--- src/rtl/inv_mix_cols_iter.sv ---
// ---------------------------------------------------------------------------
// inv_mix_cols_iter
//
// Iterative AES InvMixColumns engine for the decryption round. A full 128-bit
// state is accepted over an in_valid/in_ready handshake, transformed
// COLS_PER_CYCLE columns per clock, and then presented on an
// out_valid/out_ready handshake.
//
// Ports:
//   clk        rising-edge clock
//   rst        synchronous, active-high reset
//   in_valid   in_state is valid this cycle
//   in_ready   block can accept a state this cycle (high only in IDLE)
//   in_state   state to transform, [0:127]; column k = bits [32k:32k+31],
//              byte 0 of a column at the lowest index, bit 0 = byte MSB
//   out_valid  out_state holds a finished result
//   out_ready  consumer accepts out_state
//   out_state  transformed state, same layout as in_state
//   busy       high while computing or holding a result
//
// Parameter:
//   COLS_PER_CYCLE  columns transformed per clock: 1, 2 or 4
// ---------------------------------------------------------------------------
module inv_mix_cols_iter #(
    parameter int COLS_PER_CYCLE = 1
) (
    input  logic         clk,
    input  logic         rst,
    input  logic         in_valid,
    output logic         in_ready,
    input  logic [0:127] in_state,
    output logic         out_valid,
    input  logic         out_ready,
    output logic [0:127] out_state,
    output logic         busy
);

    generate
        if (!(COLS_PER_CYCLE == 1 || COLS_PER_CYCLE == 2 || COLS_PER_CYCLE == 4)) begin : g_bad_cols
            $error("inv_mix_cols_iter: COLS_PER_CYCLE must be 1, 2 or 4");
        end
    endgenerate

    // Counter step and the column index that starts the final CALC cycle.
    // With four columns per cycle the step truncates to 0, which is harmless
    // because the single CALC cycle is also the last one.
    localparam logic [1:0] COL_STEP = 2'(COLS_PER_CYCLE);
    localparam logic [1:0] LAST_COL = 2'(4 - COLS_PER_CYCLE);

    typedef enum logic [1:0] {
        IDLE = 2'd0,
        CALC = 2'd1,
        DONE = 2'd2
    } state_t;

    state_t       state_reg, state_next;
    logic [1:0]   col_reg, col_next;
    logic [0:127] work_reg, work_next;
    logic [0:127] result_reg, result_next;
    logic         out_valid_reg, out_valid_next;

    // ---------------------------------------------------------------------
    // GF(2^8) arithmetic, xtime based
    // ---------------------------------------------------------------------
    function automatic logic [7:0] xtime(input logic [7:0] x);
        xtime = {x[6:0], 1'b0} ^ (x[7] ? 8'h1b : 8'h00);
    endfunction

    // Returns x*9, x*b, x*d, x*e packed as {m9, mb, md, me}.
    function automatic logic [31:0] mul_set(input logic [7:0] x);
        logic [7:0] x2, x4, x8;
        x2 = xtime(x);
        x4 = xtime(x2);
        x8 = xtime(x4);
        mul_set = {x8 ^ x, x8 ^ x2 ^ x, x8 ^ x4 ^ x, x8 ^ x4 ^ x2};
    endfunction

    // Column word: byte 0 in [31:24], byte 3 in [7:0].
    function automatic logic [31:0] inv_mix_col(input logic [31:0] c);
        logic [31:0] m0, m1, m2, m3;
        m0 = mul_set(c[31:24]);
        m1 = mul_set(c[23:16]);
        m2 = mul_set(c[15:8]);
        m3 = mul_set(c[7:0]);
        // field order inside m*: [31:24]=x9 [23:16]=xb [15:8]=xd [7:0]=xe
        inv_mix_col[31:24] = m0[7:0]   ^ m1[23:16] ^ m2[15:8]  ^ m3[31:24];
        inv_mix_col[23:16] = m0[31:24] ^ m1[7:0]   ^ m2[23:16] ^ m3[15:8];
        inv_mix_col[15:8]  = m0[15:8]  ^ m1[31:24] ^ m2[7:0]   ^ m3[23:16];
        inv_mix_col[7:0]   = m0[23:16] ^ m1[15:8]  ^ m2[31:24] ^ m3[7:0];
    endfunction

    // ---------------------------------------------------------------------
    // Column lanes: lane gi handles column col_reg + gi this cycle.
    // col_reg is always a multiple of COLS_PER_CYCLE, so lanes never wrap.
    // ---------------------------------------------------------------------
    logic [1:0]  col_idx [COLS_PER_CYCLE];
    logic [31:0] mixed   [COLS_PER_CYCLE];

    genvar gi;
    generate
        for (gi = 0; gi < COLS_PER_CYCLE; gi++) begin : g_col
            assign col_idx[gi] = col_reg + 2'(gi);
            assign mixed[gi]   = inv_mix_col(work_reg[{col_idx[gi], 5'b0} +: 32]);
        end
    endgenerate

    // ---------------------------------------------------------------------
    // Next-state and datapath update
    // ---------------------------------------------------------------------
    always_comb begin
        state_next     = state_reg;
        col_next       = col_reg;
        work_next      = work_reg;
        result_next    = result_reg;
        out_valid_next = out_valid_reg;

        case (state_reg)
            IDLE: begin
                if (in_valid) begin
                    work_next  = in_state;
                    col_next   = 2'd0;
                    state_next = CALC;
                end
            end
            CALC: begin
                for (int i = 0; i < COLS_PER_CYCLE; i++) begin
                    result_next[{col_idx[i], 5'b0} +: 32] = mixed[i];
                end
                if (col_reg == LAST_COL) begin
                    col_next       = 2'd0;
                    state_next     = DONE;
                    out_valid_next = 1'b1;
                end else begin
                    col_next = col_reg + COL_STEP;
                end
            end
            DONE: begin
                // Handoff edge returns to IDLE; in_ready is low this cycle,
                // so a new accept can only happen on the following one.
                if (out_ready) begin
                    state_next     = IDLE;
                    out_valid_next = 1'b0;
                end
            end
            default: begin
                state_next     = IDLE;
                col_next       = 2'd0;
                out_valid_next = 1'b0;
            end
        endcase
    end

    always_ff @(posedge clk) begin
        if (rst) begin
            state_reg     <= IDLE;
            col_reg       <= 2'd0;
            work_reg      <= '0;
            result_reg    <= '0;
            out_valid_reg <= 1'b0;
        end else begin
            state_reg     <= state_next;
            col_reg       <= col_next;
            work_reg      <= work_next;
            result_reg    <= result_next;
            out_valid_reg <= out_valid_next;
        end
    end

    assign in_ready  = (state_reg == IDLE);
    assign busy      = (state_reg != IDLE);
    assign out_valid = out_valid_reg;
    assign out_state = result_reg;

endmodule
--- config.mk ---
export PLATFORM = sky130hd
export DESIGN_NAME = inv_mix_cols_iter
export DESIGN_NICKNAME = d
export VERILOG_FILES = /design/src/rtl/inv_mix_cols_iter.sv
export SDC_FILE = /design/constraint.sdc
export NUM_CORES = 1
export LEC_CHECK = 0
export BUFFER_PORTS_ARGS = -buffer_cell sky130_fd_sc_hd__buf_4
export CAP_MARGIN = 20
export CORE_AREA = 2 2 188 190
export DETAILED_ROUTE_END_ITERATION = 8
export DIE_AREA = 0 0 190 192
export PLACE_DENSITY_LB_ADDON = 0.12
export SETUP_SLACK_MARGIN = 0.1
export SLEW_MARGIN = 20
export SYNTH_ARGS = -nofsm -noshare
export SYNTH_HDL_FRONTEND = slang
export SYNTH_SLANG_ARGS = --single-unit
export TNS_END_PERCENT = 5
--- constraint.sdc ---
create_clock -name clk -period 3.61 [get_ports clk]
set_input_delay 0.722 -clock clk [delete_from_list [all_inputs] [get_ports clk]]
set_output_delay 0.722 -clock clk [all_outputs]
set_load 0.02 [all_outputs]
==> run metrics, run 1 <==
total design power=between 9 and 10 mW; register area=between 5000 and 6000 µm²; total core area=about 34000 µm²; hold buffers post-CTS=0; Setup Crit Path Kind=flop to flop; clk slew on worst S/H paths=~0.06 ns; All-Layer GR Usage=a little under a fifth; EDFF count, synth=0; Netlist cell types=33; Hold Vio Cnt, Final=0; routed len/inst=19.2 µm; Die ar.=between 30000 and 40000 µm²; CP Cell Sequence=buf_4 > mux4_2 > xnor3_2 > xnor3_2 > xnor3_2 > xnor2_2 > a22o_1; layout cells sized above 1=about 29%; Clk Latency, worst-skew pair=roughly 0.54 ns; CTS buffer count=28; Post-synth ARST share=0%; GR Overflow Total=0; commonest non-fill, non-tap cell in the layout=buf_4; static leakage=6.26 nW; Cell Area, Synth=~12000 µm²; Post-Route Skew=0.0148 ns; first-pass GRT wire length=approximately 54000 µm; Critical Path AT=between 3 and 4 ns; measured slew at the worst slew-check pin=0.837 ns; post-CTS setup buffer count=0; most used cell, CP=xnor3_2; CTS HTree Levels=1; # setup viols final=0; cells after synthesis=1152; Max Root-Sink Buffers=3; DP Worst Slack=approximately 0.38 ns; outcome=completed; GP Congestion=0.853; Slew HR=44.1%; ANT nets after route=0; ant diodes=0; Starting Density=around a third; dpl hpwl=roughly 26000 µm; CTS tree=built; min Tclk post-route=~3.3 ns; Vias/cell=just under 5; area overhead of the layout relative to synthesis=27.6%; Final period util=90.5%; Nets=approximately 1500; min-delay worst type=input pin to flop; wirelength, routed=35700 µm; Setup TNS=0 ns; Util after Layout=44.1%; Worst Setup Start Kind=flop; Slowest cell on crit path=mux4_2; crit-path max FO=8; syn_nets=between 1000 and 1500; Max Clock Freq=0.306 GHz; footprint of the multi-input gates=approximately 6200 µm²; total number of vias=9000; share of the synthesized area in the top cell type=~44%; Initial DRT Pass Iterations=5; pin count of the biggest net entering global routing=139; FILL cells=3365; Root Driver=clkbuf_16; num ports=between 200 and 300; reg-to-reg setup timing slack=roughly 0.34 ns; DRC viols=0; number of global-route vias before repair=between 8000 and 9000; CP Capture Type=flop; buffers added on ports=262; Starting DRT DRC Count=563; syn_area_per_cell=approximately 10 µm²; die extent in y=roughly 190 µm; ys flop type=dfxtp_1; Post-CTS Resized=0; largest area contributor in the netlist=dfxtp_1; Max-Cap Viols=0; row count=68; Max Slew Vio Count=0; Die Wd=approximately 190 µm; most frequent cells in the layout=285 x buf_4, 262 x nand2_1, 259 x dfxtp_1; synth warn=0; crit-path max cell delay=between 0.6 and 0.7 ns; RSZ-0062 raised after global routing=no; Synth Register Bits=~260; sequential fraction of the synthesis area=between 40% and 50%; Synth area leaders=dfxtp_1 44%, nand2_1 8.3%, a22o_1 6.5%, xnor2_1 6.3%, mux4_2 5.9%; final worst slack=roughly 0.34 ns; power per cell area=603 nW/µm²; Sink Count=approximately 260; Worst Path Required=4.04 ns; antenna violations before repair=0; maximum vdd drop=between 300 and 400 µV
==> power by group <==
part	total, mW	switching, mW	internal (mW)	leakage, nW
combinational	3.19	1.75	1.45	3.70
clock	2.77	1.14	1.63	0.433
sequential	3.17	0.103	3.06	2.13
==> Yosys cell counts (all sizes together), types with 3 or more instances <==
master,instances
nor3,5
a21oi,135
nor2,46
xor2,29
clkbuf,66
xor3,5
xnor2,109
buf,21
inv,5
nand2,263
nor4,3
mux4,32
dfxtp,261
a22o,88
ha,4
xnor3,34
a22oi,42
==> worst max-delay path, delay by kind of cell, from the launching register on <==
| kind | cells | cell delay, ns |
|---|---|---|
| multiplexers | 1 | 0.62 |
| AO/OA/AOI/OAI | 1 | 0.22 |
| buffers and inverters | 1 | 0.23 |
| flip-flops | 1 | 0.38 |
| XOR/XNOR | 4 | 1.70 |
==> through the flow <==
step / area [µm²] / hold WS (ns) / cells
after floorplan: 11900 / 0.432 / 1152
after CTS: 15100 / 0.413 / 1857
after global placement: 14300 / 0.441 / 1809
after global routing: 15100 / 0.425 / 1857
after detailed placement: 14300 / 0.446 / 1809
final: 15100 / 0.434 / 1857
==> cell families after synthesis <==
| group | after synthesis | synth area share, % |
|---|---|---|
| AO/OA/AOI/OAI | 266 | 14.9 |
| buffers and inverters | 92 | 3.83 |
| AND/OR/NAND/NOR | 319 | 10.4 |
| multiplexers | 33 | 6.19 |
| adder cells (fa/ha/maj) | 4 | 0.422 |
| flip-flops | 261 | 44.1 |
| XOR/XNOR | 177 | 20.2 |
==> layout make-up <==
class	instances	area share, %
Multi-Input combinational cell	799	41.1
Sequential cell	261	34.5
Timing Repair Buffer	289	14.6
Clock buffer	42	5.45
Tap cell	455	3.76
Clock inverter	6	0.380
Inverter	5	0.124
==> worst paths after layout <==
path,cells past startpoint,endpoint,start
setup reg to reg,7,out_state[60]$_SDFFE_PP0P_,col_reg[0]$_SDFFE_PP0P_
setup / recovery,7,out_state[60]$_SDFFE_PP0P_,col_reg[0]$_SDFFE_PP0P_
hold reg to reg,2,work_reg[73]$_SDFFE_PP0P_,work_reg[73]$_SDFFE_PP0P_
hold / removal,3,work_reg[70]$_SDFFE_PP0P_,in_state[70]
==> metal layers <==
metal / routed length [µm] / vias up / GRT usage [%]
li1: - / 4435 / -
met1: 16800 / 4267 / 26.7
met2: 16300 / 261 / 31.2
met3: 2080 / 37 / 3.33
met4: 500 / 0 / 3.52
met5: 0 / - / 0
(Power assumes the default switching activity.)
==> run 2, diff against run 1 <==
ABC_AREA = 1   (was not set)
CORE_AREA = 2 2 162 164   (was 2 2 188 190)
DIE_AREA = 0 0 164 166   (was 0 0 190 192)
==> run 2 against run 1 <==
Against the previous run: synthesized cell count grew 86%; setup slack gained 0.047 ns; global-route usage grew 17 points; clock power grew 6%; sequential share of layout area shrank 4.1 points; via count grew 70%; cell count grew 45%; total power grew 12%; highest routed layer unchanged.
==> run metrics, run 2 <==
measured slew at the worst slew-check pin=slightly below 0.9 ns; WHS Endpoint=work_reg[119]$_SDFFE_PP0P_; Post-synth ARST share=0%; sequential fraction of the synthesis area=between 30% and 40%; Vias/cell=5.65; maximum vdd drop=roughly 500 µV; Die ar.=roughly 27000 µm²; DRC viols=0; Critical Path AT=between 3 and 4 ns; ys flop type=dfxtp_1; Worst Setup Start Kind=flop; top-count cell post-synth=nand2_1; syn_area_per_cell=6.60 µm²; clk slew on worst S/H paths=0.07 ns; CP Cell Sequence=inv_2 > buf_4 > buf_4 > nand3_1 > nand2_1 > inv_1 > nand2_1 > nand2_2 > nand2_1 > nand2_2 > inv_1 > nand2_1 > nand2_1 > nand3_1 > nand2_1 > nand2_1 > nand2_1 > nand3_1 > a21oi_1; FF-to-FF path depth=19; number of global-route vias before repair=about 14000; Cell Area, Synth=roughly 14000 µm²; Max Root-Sink Buffers=3; CTS HTree Levels=1; Initial DRT Pass Iterations=6; Starting Density=between 50% and 60%; RR Startpoint=col_reg[1]$_SDFFE_PP0P_; EDFF count, synth=0; ant diodes=0; ANT nets after route=0; outcome=completed; Clk Latency, worst-skew pair=0.56 ns; die extent in y=between 150 and 200 µm; Hold Crit Start=in_state[119]; Slew HR=between 40 and 50%; Slowest cell on crit path=dfxtp_2; Root Driver=clkbuf_16; reg2reg end=out_state[59]$_SDFFE_PP0P_; crit-path max cell delay=~0.33 ns; hold buffers post-CTS=0; Top delay family on crit path=simple AND/OR/NAND/NOR gates; most frequent cells in the layout=665 x nand2_1, 287 x buf_4, 261 x nor2_1; most used cell, CP=nand2_1; Max Slew Vio Count=0; Setup Crit Path Kind=flop to flop; Post-CTS Resized=0; GP Congestion=between 1 and 1.5; CTS tree=built; wirelength, routed=50200 µm; first-pass GRT wire length=a little under 80000 µm; All-Layer GR Usage=~36%; pin count of the biggest net entering global routing=roughly 120; Critical path buffers and inverters=5; Netlist cell types=36; dpl hpwl=about 37000 µm; total core area=approximately 26000 µm²; Sink Count=~260; syn_nets=roughly 2300; GR Overflow Total=0; Hold Vio Cnt, Final=0; synth warn=0; Die Wd=164 µm; crit-path max FO=15; static leakage=between 7 and 8 nW; CP Capture Type=flop; row count=59; share of the synthesized area in the top cell type=36.9%; Synth area leaders=dfxtp_1 37%, nand2_1 18%, nand3_1 7.2%, nor2_1 7.0%, a21oi_1 4.9%; commonest non-fill, non-tap cell in the layout=nand2_1; Starting DRT DRC Count=~1500; Hold Path Depth=3; Setup TNS=0 ns; Max-Cap Viols=0; Worst Path Required=~4.1 ns; min Tclk post-route=between 3 and 4 ns; Synth Register Bits=about 260; antenna violations before repair=0; area overhead of the layout relative to synthesis=21.5%; Max Clock Freq=~0.31 GHz; Final period util=89.2%; total number of vias=approximately 15000; buffers added on ports=262; routed len/inst=18.6 µm; placed cell count=2653; CTS buffer count=26; num ports=around 260; Nets=2482; post-CTS setup buffer count=0; RSZ-0062 raised after global routing=no; power per cell area=a little under 600 nW/µm²; cells after synthesis=2144; Post-Route Skew=between 0.015 and 0.02 ns; fin cells=between 2000 and 3000; # setup viols final=0; layout cells sized above 1=between 10% and 20%; commonest cells in the netlist=666 x nand2_1, 265 x nor2_1, 261 x dfxtp_1, 203 x nand3_1, 139 x a21oi_1; min-delay worst type=input pin to flop; reg-to-reg setup timing slack=approximately 0.39 ns; largest area contributor in the netlist=dfxtp_1
run 2: kinds of logic (layout without fill, tap and decap cells):
logic type	after synthesis	after routing	share of synthesized area (%)
AOI/OAI and AO/OA	274	274	9.79
xor gates and xnor gates	108	108	7.03
adders and majority gates	4	4	0.354
buffers and inverters	205	426	6.34
DFF	261	261	36.9
and+or+nand+nor	1292	1292	39.6
run 2: metrics by stage:
step / area [µm²] / setup slack (ns) / utilization, % / hold WS [ns] / power, mW
floorplan: 14200 / 1.42 / - / 0.430 / 5.91
global placement: 16300 / 0.538 / 63.5 / 0.442 / 7.24
detailed placement: 16300 / 0.513 / 63.5 / 0.456 / 7.28
CTS: 17200 / 0.459 / 67.1 / 0.409 / 10.2
global route: 17200 / 0.146 / 67.2 / 0.433 / 10.8
finish: 17200 / 0.390 / 67.2 / 0.416 / 10.3
run 2: area by class of cell:
cell class | instances | area [µm²]
clock inverter | 7 | 125
tap | 335 | 419
clock buffer | 40 | 815
multi-input combinational | 1678 | 8050
inverter | 88 | 338
sequential | 261 | 5230
fill | 2205 | 8410
timing repair buffer | 291 | 2230
run 2: tightest hold or removal path, cell delays in order:
cell and delay [ns]:
buf_4 0.07, o21ai_0 0.07, nor2_1 0.07
run 2: per-layer routing:
| metal | wire, µm | vias to the layer above | GRT usage (%) |
|---|---|---|---|
| met4 | 2650 | 0 | 17.0 |
| met5 | 0 | - | 0 |
| met3 | 3520 | 138 | 4.55 |
| li1 | - | 7319 | - |
| met1 | 20300 | 7065 | 46.4 |
| met2 | 23800 | 741 | 60.5 |
run 2: report_power, final:
part	total (mW)	internal, mW	switching [mW]
combinational	4.12	1.26	2.85
sequential	3.20	3.08	0.120
clock	2.94	1.77	1.17
total	10.3	6.11	4.15
run 2: how the worst max path moves through the flow:
stage,startpoint,to,slack (ns),cells after the start
2_1_floorplan,col_reg[0]$_SDFFE_PP0P_,out_state[64]$_SDFFE_PP0P_,1.42,12
3_3_place_gp,col_reg[1]$_SDFFE_PP0P_,out_state[88]$_SDFFE_PP0P_,0.54,13
3_5_place_dp,col_reg[1]$_SDFFE_PP0P_,out_state[59]$_SDFFE_PP0P_,0.51,19
4_1_cts,col_reg[1]$_SDFFE_PP0P_,out_state[59]$_SDFFE_PP0P_,0.46,19
5_1_grt,col_reg[1]$_SDFFE_PP0P_,out_state[59]$_SDFFE_PP0P_,0.15,19
6_report,col_reg[1]$_SDFFE_PP0P_,out_state[59]$_SDFFE_PP0P_,0.39,19
